$ cat src/rtl/ps2_note_decoder_if.sv
// PS/2 line inputs and decoded note/scan outputs for ps2_note_decoder.
// The decoder is the slave; whatever drives the PS/2 wires is the master.
interface ps2_note_decoder_if;
  logic       ps2_clk;
  logic       ps2_data;
  logic [6:0] keyboard_note;
  logic [7:0] scan_code;
  logic       scan_valid;
  logic       frame_err;

  modport master (
    output ps2_clk, ps2_data,
    input  keyboard_note, scan_code, scan_valid, frame_err
  );

  modport slave (
    input  ps2_clk, ps2_data,
    output keyboard_note, scan_code, scan_valid, frame_err
  );
endinterface

$ cat src/rtl/ps2_note_decoder.sv
// PS/2 set-2 receiver and make/break decoder mapping one piano octave
// of keys onto 7-bit note numbers.
module ps2_note_decoder #(
  parameter logic [6:0]  BASE_NOTE      = 7'd60,
  parameter logic [16:0] TIMEOUT_CYCLES = 17'd100_000
) (
  input  logic              clk_in,
  input  logic              rst_in,
  ps2_note_decoder_if.slave bus
);

  typedef enum logic {RX_IDLE, RX_SHIFT} rx_e;
  typedef enum logic [1:0] {D_IDLE, D_E0, D_F0, D_E0F0} dec_e;

  localparam logic [16:0] TMO_MAX = TIMEOUT_CYCLES - 17'd1;

  logic        clk_s1_q, clk_s2_q, clk_prev_q;
  logic        dat_s1_q, dat_s2_q;
  rx_e         rx_q, rx_d;
  logic [3:0]  cnt_q, cnt_d;
  logic [10:0] sh_q, sh_d;
  logic [16:0] tmo_q, tmo_d;
  dec_e        dec_q, dec_d;
  logic [7:0]  held_q, held_d;
  logic [6:0]  note_q, note_d;
  logic [7:0]  code_q, code_d;
  logic        sv_q, sv_d;
  logic        fe_q, fe_d;

  logic        fall;
  logic        done;
  logic        ok;
  logic [7:0]  rx_byte;
  logic [4:0]  km;

  // {hit, offset} for the one-octave layout
  function automatic logic [4:0] key_map(input logic [7:0] c);
    case (c)
      8'h1C:   key_map = {1'b1, 4'd0};
      8'h1D:   key_map = {1'b1, 4'd1};
      8'h1B:   key_map = {1'b1, 4'd2};
      8'h24:   key_map = {1'b1, 4'd3};
      8'h23:   key_map = {1'b1, 4'd4};
      8'h2B:   key_map = {1'b1, 4'd5};
      8'h2C:   key_map = {1'b1, 4'd6};
      8'h34:   key_map = {1'b1, 4'd7};
      8'h35:   key_map = {1'b1, 4'd8};
      8'h33:   key_map = {1'b1, 4'd9};
      8'h3C:   key_map = {1'b1, 4'd10};
      8'h3B:   key_map = {1'b1, 4'd11};
      8'h42:   key_map = {1'b1, 4'd12};
      default: key_map = 5'd0;
    endcase
  endfunction

  assign fall = clk_prev_q & ~clk_s2_q;

  always_comb begin
    rx_d  = rx_q;
    cnt_d = cnt_q;
    sh_d  = sh_q;
    tmo_d = (tmo_q == TMO_MAX) ? tmo_q : tmo_q + 17'd1;
    done  = 1'b0;
    if (fall) begin
      tmo_d = 17'd0;
      sh_d  = {dat_s2_q, sh_q[10:1]};
      if (cnt_q == 4'd10) begin
        done  = 1'b1;
        cnt_d = 4'd0;
        rx_d  = RX_IDLE;
      end else begin
        cnt_d = cnt_q + 4'd1;
        rx_d  = RX_SHIFT;
      end
    end else if (rx_q == RX_SHIFT && tmo_q == TMO_MAX) begin
      cnt_d = 4'd0;
      rx_d  = RX_IDLE;
    end
  end

  assign rx_byte = sh_d[8:1];
  assign ok = ~sh_d[0] & sh_d[10] & (^sh_d[9:1]);
  assign km = key_map(rx_byte);

  always_comb begin
    dec_d  = dec_q;
    held_d = held_q;
    note_d = note_q;
    code_d = code_q;
    sv_d   = 1'b0;
    fe_d   = 1'b0;
    if (done && !ok) begin
      fe_d = 1'b1;
    end else if (done) begin
      sv_d   = 1'b1;
      code_d = rx_byte;
      unique case (dec_q)
        D_IDLE: begin
          if (rx_byte == 8'hE0) begin
            dec_d = D_E0;
          end else if (rx_byte == 8'hF0) begin
            dec_d = D_F0;
          end else if (km[4]) begin
            held_d = rx_byte;
            note_d = BASE_NOTE + {3'b000, km[3:0]};
          end
        end
        D_E0: begin
          dec_d = (rx_byte == 8'hF0) ? D_E0F0 : D_IDLE;
        end
        D_E0F0: begin
          dec_d = D_IDLE;
        end
        D_F0: begin
          dec_d = D_IDLE;
          if (rx_byte == held_q) begin
            held_d = 8'd0;
            note_d = 7'd0;
          end
        end
        default: dec_d = D_IDLE;
      endcase
    end
  end

  always_ff @(posedge clk_in or posedge rst_in) begin
    if (rst_in) begin
      clk_s1_q   <= 1'b1;
      clk_s2_q   <= 1'b1;
      clk_prev_q <= 1'b1;
      dat_s1_q   <= 1'b1;
      dat_s2_q   <= 1'b1;
      rx_q       <= RX_IDLE;
      cnt_q      <= 4'd0;
      sh_q       <= 11'd0;
      tmo_q      <= 17'd0;
      dec_q      <= D_IDLE;
      held_q     <= 8'd0;
      note_q     <= 7'd0;
      code_q     <= 8'd0;
      sv_q       <= 1'b0;
      fe_q       <= 1'b0;
    end else begin
      clk_s1_q   <= bus.ps2_clk;
      clk_s2_q   <= clk_s1_q;
      clk_prev_q <= clk_s2_q;
      dat_s1_q   <= bus.ps2_data;
      dat_s2_q   <= dat_s1_q;
      rx_q       <= rx_d;
      cnt_q      <= cnt_d;
      sh_q       <= sh_d;
      tmo_q      <= tmo_d;
      dec_q      <= dec_d;
      held_q     <= held_d;
      note_q     <= note_d;
      code_q     <= code_d;
      sv_q       <= sv_d;
      fe_q       <= fe_d;
    end
  end

  assign bus.keyboard_note = note_q;
  assign bus.scan_code     = code_q;
  assign bus.scan_valid    = sv_q;
  assign bus.frame_err     = fe_q;

endmodule

$ cat src/flat_wrapper.sv
// flat-port wrapper written by rule: the top's interface ports become plain ports
module ps2_note_decoder_flat 
#(
  parameter logic [6:0]  BASE_NOTE      = 7'd60,
  parameter logic [16:0] TIMEOUT_CYCLES = 17'd100_000
)
  (clk_in, rst_in, bus_ps2_clk, bus_ps2_data, bus_keyboard_note, bus_scan_code, bus_scan_valid, bus_frame_err);
  ps2_note_decoder_if bus_i ();
  input  logic clk_in;
  input  logic rst_in;
  input wire logic [$bits(bus_i.ps2_clk)-1:0] bus_ps2_clk;
  input wire logic [$bits(bus_i.ps2_data)-1:0] bus_ps2_data;
  output wire logic [$bits(bus_i.keyboard_note)-1:0] bus_keyboard_note;
  output wire logic [$bits(bus_i.scan_code)-1:0] bus_scan_code;
  output wire logic [$bits(bus_i.scan_valid)-1:0] bus_scan_valid;
  output wire logic [$bits(bus_i.frame_err)-1:0] bus_frame_err;
  assign bus_i.ps2_clk = bus_ps2_clk;
  assign bus_i.ps2_data = bus_ps2_data;
  assign bus_keyboard_note = bus_i.keyboard_note;
  assign bus_scan_code = bus_i.scan_code;
  assign bus_scan_valid = bus_i.scan_valid;
  assign bus_frame_err = bus_i.frame_err;
  ps2_note_decoder #(.BASE_NOTE(BASE_NOTE), .TIMEOUT_CYCLES(TIMEOUT_CYCLES)) u_core (.clk_in(clk_in), .rst_in(rst_in), .bus(bus_i));
endmodule
$ cat config.mk
export PLATFORM = sky130hd
export DESIGN_NAME = ps2_note_decoder_flat
export DESIGN_NICKNAME = d
export VERILOG_FILES = /design/src/rtl/ps2_note_decoder_if.sv /design/src/rtl/ps2_note_decoder.sv /design/src/flat_wrapper.sv
export SDC_FILE = /design/constraint.sdc
export NUM_CORES = 1
export LEC_CHECK = 0
export ABC_CLOCK_PERIOD_IN_PS = 4200
export BUFFER_PORTS_ARGS = -buffer_cell sky130_fd_sc_hd__buf_2
export CAP_MARGIN = 5
export CELL_PAD_IN_SITES_DETAIL_PLACEMENT = 1
export CELL_PAD_IN_SITES_GLOBAL_PLACEMENT = 2
export CORE_ASPECT_RATIO = 1.25
export CORE_MARGIN = 3
export CORE_UTILIZATION = 41
export CTS_BUF_LIST = sky130_fd_sc_hd__clkbuf_4 sky130_fd_sc_hd__clkbuf_8
export DETAILED_ROUTE_END_ITERATION = 16
export PLACE_DENSITY_LB_ADDON = 0.1
export SLEW_MARGIN = 10
export SYNTH_ARGS = -nofsm -noshare
export SYNTH_HDL_FRONTEND = slang
export SYNTH_SLANG_ARGS = --single-unit
$ cat constraint.sdc
create_clock -name clk_in -period 4.2 [get_ports clk_in]
set_input_delay 0.63 -clock clk_in [delete_from_list [all_inputs] [get_ports clk_in]]
set_output_delay 0.63 -clock clk_in [all_outputs]
set_load 0.02 [all_outputs]
After elaboration in Yosys (flattened, before gate mapping)
Index checks and enable logic that the tools add are counted.
Operators by class
  mux-type cells: 29
  reduce and logical (&&, ||, !) cells: 11
  $add $sub $neg: 3
  equality and inequality tests: 27
  bitwise logic cells: 6
Operator list (number)
  $eq 8x6->1 const B: 9
  $pmux 5 s13: 1
  $mux 17: 2
  $mux 8: 4
  $mux 7: 4
  $eq 8x5->1 const B: 3
  $add 17x1->17 const B: 1
  $eq 17x17->1 const B: 1
  $eq 8x8->1 const B: 2
  $pmux 8 s2: 1
  $pmux 7 s2: 1
  $mux 4: 3
  $mux 11: 1
  $reduce_xor 9->1: 1
  $eq 8x7->1 const B: 1
  $eq 8x8->1: 1
  $mux 1: 8
  $add 6x4->7 const A: 1
  $reduce_and 7->1: 1
  $mux 2: 3
  $ne 2x1->1 const B: 3
  $pmux 2 s3: 1
  $add 4x1->4 const B: 1
  $eq 2x2->1 const B: 2
  13 further kinds: 20
Word-level totals
  output and inout port bits: 17
  flip-flop bits (word level): 65

Logic depth before layout (Yosys ltp)
Gate-level depths: netlist (run 1).
  depth after elaboration: 10
  mapped depth: 15

Worst setup path before layout (run 1)
OpenSTA, ideal clock, no wires.
  kind: reg2reg
  start point: reg u_core.clk_prev_q
  end point: reg u_core.held_q[0]
  clock period less this slack: 3.326 ns
  buffers on the path: 3
  library setup time: 0.077 ns
  arrival time: 3.249 ns
  setup slack: 0.874 ns
  cell stages (with the launch flop): 16
  cells stage by stage: dfstp_2 nor2b_1 buf_6 nor2_1 or2_2 clkbuf_1 inv_1 ha_1 xor2_1 xnor2_1 xnor3_1 nor3b_4 nand3b_2 or3_4 buf_6 o21ai_1
On the way
  longest elaborated chain between the ends: 9
  elaborated cells between the ends (all ways): 36
  classes of those cells: eq/ne (20); mux (7); bitwise (5); reduce/logical (4)
Ends and longest elaborated chain
  start, declared: RTL line ps2_note_decoder.sv:17  | logic clk_s1_q, clk_s2_q, clk_prev_q;
  start signal, assigned: RTL line ps2_note_decoder.sv:146  | clk_prev_q <= clk_s2_q;
  $and 1x1->1 *: RTL line ps2_note_decoder.sv:56  | assign fall = clk_prev_q & ~clk_s2_q;
  parallel branches: the longest is 8 deep, another holds $pmux 5 s13
  end signal, assigned: RTL line ps2_note_decoder.sv:154  | held_q <= held_d;
  end, declared: RTL line ps2_note_decoder.sv:24  | logic [7:0] held_q, held_d;
Every way passes the cells marked *. The select of a mux whose other input is x is not followed.
A chain may end at the register's enable or synchronous reset.

Worst setup path in the final report (run 1)
  start point: reg u_core.clk_prev_q
  end point: reg u_core.note_q[2] (netlist: u_core.bus.keyboard_note[2])
On the way
  longest elaborated chain between the ends: 9
  elaborated cells between the ends (all ways): 37
  classes of those cells: add/sub (1); eq/ne (20); mux (7); bitwise (5); reduce/logical (4)
Ends and longest elaborated chain
  $and 1x1->1 *: RTL line ps2_note_decoder.sv:56
  $mux 11: RTL line ps2_note_decoder.sv:64  | if (fall) begin
  $eq 8x7->1, or another cell as far along: RTL line ps2_note_decoder.sv:38  | case (c)
  $pmux 5 s13 / $and 1x1->1 (equally long branches): RTL line ps2_note_decoder.sv:38, ps2_note_decoder.sv:82
  $add 6x4->7 / $and 1x1->1 (equally long branches): RTL line ps2_note_decoder.sv:105, ps2_note_decoder.sv:82
  $mux 7 / $logic_not 1->1 (equally long branches): RTL line ps2_note_decoder.sv:103, ps2_note_decoder.sv:92
  $mux 7 / $logic_and 1x1->1 (equally long branches): RTL line ps2_note_decoder.sv:101, ps2_note_decoder.sv:92
  $mux 7 / $not 1->1 (equally long branches)
  $pmux 7 s2 / $reduce_and 7->1 (equally long branches)
  end signal, assigned: RTL line ps2_note_decoder.sv:155  | note_q <= note_d;
  end, declared: RTL line ps2_note_decoder.sv:25  | logic [6:0] note_q, note_d;
Mark *: on every way between the ends. The rest lies on a longest branch, timed or not. The select of a mux whose other input is x is not followed.

==> results of run 1 <==
[final timing paths]
kind	from	endpoint
min	u_core.clk_s1_q	u_core.clk_s2_q
min in group asynchronous	rst_in	u_core.cnt_q[3]
min reg2reg	u_core.clk_s1_q	u_core.clk_s2_q
max reg2reg	u_core.clk_prev_q	u_core.bus.keyboard_note[2]
max	u_core.clk_prev_q	u_core.bus.keyboard_note[2]
max in group asynchronous	rst_in	u_core.clk_s1_q
[logic make-up (layout without fill, tap and decap cells)]
logic type	Yosys count	in the layout	synth area share [%]
flops	63	63	45.9
buf+inv	40	59	5.62
xor+xnor	35	35	9.29
fa+ha+maj	5	5	1.81
compound gates	70	70	13.2
simple gates	129	129	20.3
mux	9	9	3.92
[what timing repair did]
action | in CTS | in global routing
hold endpoints to repair | 0 | 0
endpoints found under the setup margin | 0 | 4
gates resized for setup | 0 | 1
buffers inserted | 0 | 0
[power groups by stage]
| stage | sequential (mW) | combinational [mW] | clock [mW] |
|---|---|---|---|
| 3_3_place_gp | 0.809 | 0.478 | 0 |
| 4_1_cts | 0.799 | 0.496 | 0.597 |
| 5_1_grt | 0.812 | 0.547 | 0.631 |
| 6_report | 0.799 | 0.490 | 0.578 |
| 2_1_floorplan | 0.713 | 0.454 | 0 |
| 3_5_place_dp | 0.810 | 0.494 | 0 |
[sequential cells by signal (all words and copies together) (netlist names)]
signal	count
u_core.tmo_q	17
u_core.sh_q	10
u_core.bus.scan_code	8
u_core.held_q	8
u_core.bus.keyboard_note	6
u_core.cnt_q	4
u_core.dec_q	2
u_core.bus.frame_err	1
u_core.bus.scan_valid	1
u_core.clk_prev_q	1
u_core.clk_s1_q	1
u_core.clk_s2_q	1
u_core.dat_s1_q	1
u_core.dat_s2_q	1
u_core.rx_q	1
[cell usage in the layout (no fill, tap or decap), types with 2 or more instances in the layout]
master,instances
nor4b_1,2
dfstp_2,5
a21oi_1,8
mux2i_2,2
mux2i_4,3
nand3_1,7
and4b_1,2
xnor2_1,17
nor2b_1,2
clkinv_2,2
clkbuf_8,9
o21ai_0,18
buf_4,6
nor3_1,8
nand4_1,8
o21ai_2,2
xor2_1,17
nand2b_1,3
o211ai_1,2
a31oi_1,5
nand2_1,33
ha_1,5
nor4_1,6
mux2i_1,4
clkinvlp_4,2
nor2_1,37
inv_1,16
o21ai_1,8
dfrtp_1,58
and4bb_2,2
o31ai_1,13
buf_2,20
nand3b_1,3
bufinv_16,2
or2_2,2
and4_1,2
[layer usage]
layer	share of wire [%]	global-route usage, %
met3	2.3	3.81
met1	44	24.3
met4	1.4	6.59
met5	0	0
met2	53	34.8
[cell type report]
class | count | area [µm²]
fillers | 915 | 4170
well taps | 95 | 119
multi-input cells | 248 | 1680
flip-flops and latches | 63 | 1580
inverters | 17 | 63.8
repair buffers | 26 | 145
clock buffers | 10 | 131
clock inverters | 6 | 85.1
[worst reg2reg max path, stage by stage (launching register included)]
cell      delay (ns)
dfstp_2         0.58
nor2b_4         0.30
nor2_1          0.10
or2_2           0.37
inv_1           0.08
ha_1            0.23
xor2_1          0.16
xnor2_1         0.22
xnor3_1         0.38
nor3b_4         0.26
nand3b_2        0.33
or3_4           0.53
o21ai_0         0.20
==> results.yml, run 1 <==
die:
  die_area_um2: 9560
  die_h_um: 109
  die_w_um: 88.0
  core_area_um2: 7970
  num_io_pins: 21
  start_util_pct: 43.3
  fp-row-count: 36
flow_run:
  maxCapViolCount: 0
hold_path:
  whs_path_depth: 0
  hold_class: "reg -> reg"
sta:
  fin_crit_sh_pct: 91.0
  final-hold-violation-count: 0
  rsz0062_at_grt: "false"
  finalClockSkew_ns: 0.0125
  fin_tns_setup_ns: 0
  worstMarginPinSlew_ns: 0.780
  clock.fmax_mhz: 262
  finalSetupViolCount: 0
  slew_headroom_pct: 47.6
  holdWs_ns: 0.359
  slew_viol_final: 0
  finalWorstSetupSlack_ns: 0.378
  fin_crit_ns: 3.82
synthesis:
  synthFlopType: "dfrtp_1"
  synth_common_cells: "dfrtp_1 (58), nor2_1 (37), nand2_1 (33)"
  synth_top_cell_by_area: "dfrtp_1"
  ys_ff_latch: 63
  synth_area_um2: 3450
  netlist_instances: 351
  synth_area_per_cell_um2: 9.83
  ys_seq_area_share_pct: 45.9
  synth_cell_types: 61
  yosysWarnings: 0
  synth_edf_count: 0
  async_flop_share_pct: 100
  synth_most_common_cell: "dfrtp_1"
  synthesis.nets: 360
  netlist.area_leader.share_pct: 42.1
  synth_top_cells_by_area: "dfrtp_1 (42%), xnor2_1 (4.3%), xor2_1 (4.3%), nor2_1 (4.0%), dfstp_2 (3.8%)"
pwr:
  internal_power_mw: 1.22
  p_per_area_nw_per_um2: 490
  leakagePower_nw: 1.75
  pwr-share-seq_pct: 42.8
  peakVddDrop_uv: 223
  p_switching_uw: 649
  power_frac_comb_pct: 26.3
  pwr-share-clk_pct: 30.9
  swShare_pct: 34.8
  power.total_mw: 1.87
critical_path:
  slowest_delay_ns: 0.58
  cp.required_ns: 4.46
  path_depth: 12
  cp-end-kind: "flip-flop"
  critical-path-top-delay-family: "simple AND/OR/NAND/NOR gates"
  worstPathCellList: "nor2b_4 > nor2_1 > or2_2 > inv_1 > ha_1 > xor2_1 > xnor2_1 > xnor3_1 > nor3b_4 > nand3b_2 > or3_4 > o21ai_0"
  worstSetupPathType: "reg -> reg"
  path_buf_inv: 1
  cp-start-kind: "flip-flop"
  rr_worst_depth: 12
  worstPathArrival_ns: 4.08
  reg2reg_setup_slack_ns: 0.38
  slowest_stage: "dfstp_2"
  crit_fanout: 15
finish:
  diodes: 0
  stdcell_area_um2: 3810
  area_growth_pct: 10.4
  drive_gt1_share_pct: 18.1
  nets: 374
  final_util_pct: 47.8
  final_cells: 465
clock_tree:
  htree_num_levels: 3
  root_buffer: "clkbuf_8"
  holdBufCountCts: 0
  cts_tree: "done"
  worstSkewPairLatency_ns: 0.34
  cts_sinks: 63
  path_clk_slew_ns: 0.07
  clock_path_buffers: 2
  numCtsBuffers: 9
drt:
  routedWlPerCell_um: 18.6
  drt-initial-drc-count: 73
  wirelength_mm: 8.66
  avgViaCountPerCell: 5.64
  antenna_left: 0
  vias: 2624
  dr.pass1.iters: 4
  drc: 0
status:
  status: "completed"
place:
  hpwlAfterDp_mm: 6.12
  port_buffers: 20
  dp.cells: 449
  dpl_cell_area_um2: 3590
  pre_cts_slack_ns: 0.266
  gp_congestion: 0.800
global_routing:
  grt_pass1_vias: 2772
  gr-total-overflow: 0
  antenna_found_initial: 0
  grt_usage_pct: 19.9
  grt_pass1_wl_mm: 14.4
  grt_start_max_net_pins: 34
Power figures use the tool's default switching activity.
==> run 2: changes to the inputs <==
Settings changed: BUFFER_PORTS_ARGS -buffer_cell sky130_fd_sc_hd__buf_2 to not set, CTS_BUF_LIST sky130_fd_sc_hd__clkbuf_4 sky130_fd_sc_hd__clkbuf_8 to not set, DONT_BUFFER_PORTS set to 1.
==> results.yml, run 2 (synthesis results as in run 1) <==
finish:
  final_cell_mix: "dfrtp_1 (58), nor2_1 (37), nand2_1 (33)"
  drive_gt1_share_pct: 13.4
  final_util_pct: 46.6
  largest_reg_flops: 17
  regMostFlops: "u_core.tmo_q"
  register_area_um2: 1580
  diodes: 0
  nets: 354
  final.fill_count: 921
  final_cells: 445
  area_growth_pct: 7.73
  reg_top3: "u_core.tmo_q x17, u_core.sh_q x10"
  final_common_cell: "dfrtp_1"
  multi_input_area_um2: 1680
place:
  port_buffers: 0
  hpwlAfterDp_mm: 5.73
  gp_congestion: 0.757
  dp.cells: 429
clock_tree:
  htree_num_levels: 3
  numCtsBuffers: 9
  post_cts_buffers: 0
  ctsResizeCount: 0
  clock_path_buffers: 2
  cts_tree: "done"
  worstSkewPairLatency_ns: 0.35
  cts_sinks: 63
  root_buffer: "clkbuf_8"
  path_clk_slew_ns: 0.09
  holdBufCountCts: 0
drt:
  dr.pass1.iters: 4
  avgViaCountPerCell: 5.63
  antenna_left: 0
  vias: 2504
  wirelength_mm: 8.26
  drc: 0
  drt-initial-drc-count: 117
  routedWlPerCell_um: 18.6
pwr:
  leakagePower_nw: 1.64
  power.total_mw: 1.89
  p_per_area_nw_per_um2: 509
  peakVddDrop_uv: 169
critical_path:
  rr_endpoint: "u_core.bus.keyboard_note[2]"
  reg2reg_setup_slack_ns: 0.41
  cp.required_ns: 4.45
  worstPathArrival_ns: 4.04
  cp-start-kind: "flip-flop"
  rr_startpoint: "u_core.clk_prev_q"
  worstSetupPathType: "reg -> reg"
  crit_fanout: 15
  rr_worst_depth: 12
  cp-end-kind: "flip-flop"
sta:
  finalClockSkew_ns: 0.0183
  fin_tns_setup_ns: 0
  fin_crit_sh_pct: 90.3
  clock.fmax_mhz: 264
  finalSetupViolCount: 0
  holdWs_ns: 0.219
  rsz0062_at_grt: "false"
  worstMarginPinSlew_ns: 0.785
  slew_headroom_pct: 47.3
  final-hold-violation-count: 0
  slew_viol_final: 0
  fin_crit_ns: 3.79
global_routing:
  antenna_found_initial: 0
  grt_pass1_vias: 2710
  grt_start_max_net_pins: 37
  gr-total-overflow: 0
  grt_pass1_wl_mm: 13.8
  grt_usage_pct: 19.0
die:
  die_h_um: 109
  start_util_pct: 43.3
  die_area_um2: 9560
  core_area_um2: 7970
  fp-row-count: 36
  die_w_um: 88.0
  num_io_pins: 21
hold_path:
  hold_class: "in -> async"
status:
  status: "completed"
flow_run:
  maxCapViolCount: 0
run 2: cell count changes in the layout (fill, tap and decap cells not counted):
cell,previous run,this run
buf_2,20,0
clkbuf_4,1,0
clkbuf_8,9,10
clkinv_2,2,0
clkinv_4,0,1
inv_6,0,1
nor2b_2,0,1
nor2b_4,1,0
run 2: how the worst max path moves through the flow:
stage | startpoint | to | slack, ns | cells past startpoint
6_report | u_core.clk_prev_q | u_core.bus.keyboard_note[2] | 0.41 | 12
5_1_grt | u_core.clk_prev_q | u_core.bus.keyboard_note[0] | 0.13 | 12
2_1_floorplan | u_core.clk_prev_q | u_core.held_q[0] | 0.87 | 15
3_3_place_gp | u_core.clk_prev_q | u_core.bus.keyboard_note[0] | 0.57 | 12
3_5_place_dp | u_core.clk_prev_q | u_core.bus.keyboard_note[2] | 0.48 | 12
4_1_cts | u_core.clk_prev_q | u_core.bus.keyboard_note[2] | 0.37 | 12
run 2: through the flow:
stage               setup WS (ns)  area (µm²)
global placement            0.574        3490
global route                0.135        3720
floorplan                   0.874        3450
CTS                         0.372        3720
finish                      0.408        3720
detailed placement          0.479        3490
run 2: critical path, cell delays in order, from the launching register on:
cell and delay (ns):
dfstp_2 0.57, nor2b_2 0.26, nor2_1 0.08, or2_2 0.38, inv_1 0.08, ha_1 0.23
xor2_1 0.16, xnor2_1 0.21, xnor3_1 0.38, nor3b_4 0.27, nand3b_2 0.34, or3_4 0.53
o21ai_0 0.22
run 2: final cells by class:
| class | instances | area share (%) |
|---|---|---|
| Inverter | 17 | 1.72 |
| Timing Repair Buffer | 6 | 1.21 |
| Sequential cell | 63 | 42.6 |
| Clock buffer | 10 | 3.70 |
| Tap cell | 95 | 3.20 |
| Clock inverter | 6 | 2.49 |
| Multi-Input combinational cell | 248 | 45.1 |
run 2: routing by layer:
metal | GRT usage, % | wire, µm
met5 | 0 | 0
met2 | 32.6 | 4220
met3 | 4.27 | 228
met4 | 6.59 | 141
met1 | 23.4 | 3670
run 2: power by group:
part           internal, mW  switching, mW
Sequential            0.663          0.139
Combinational         0.216          0.265
Clock                 0.353          0.256
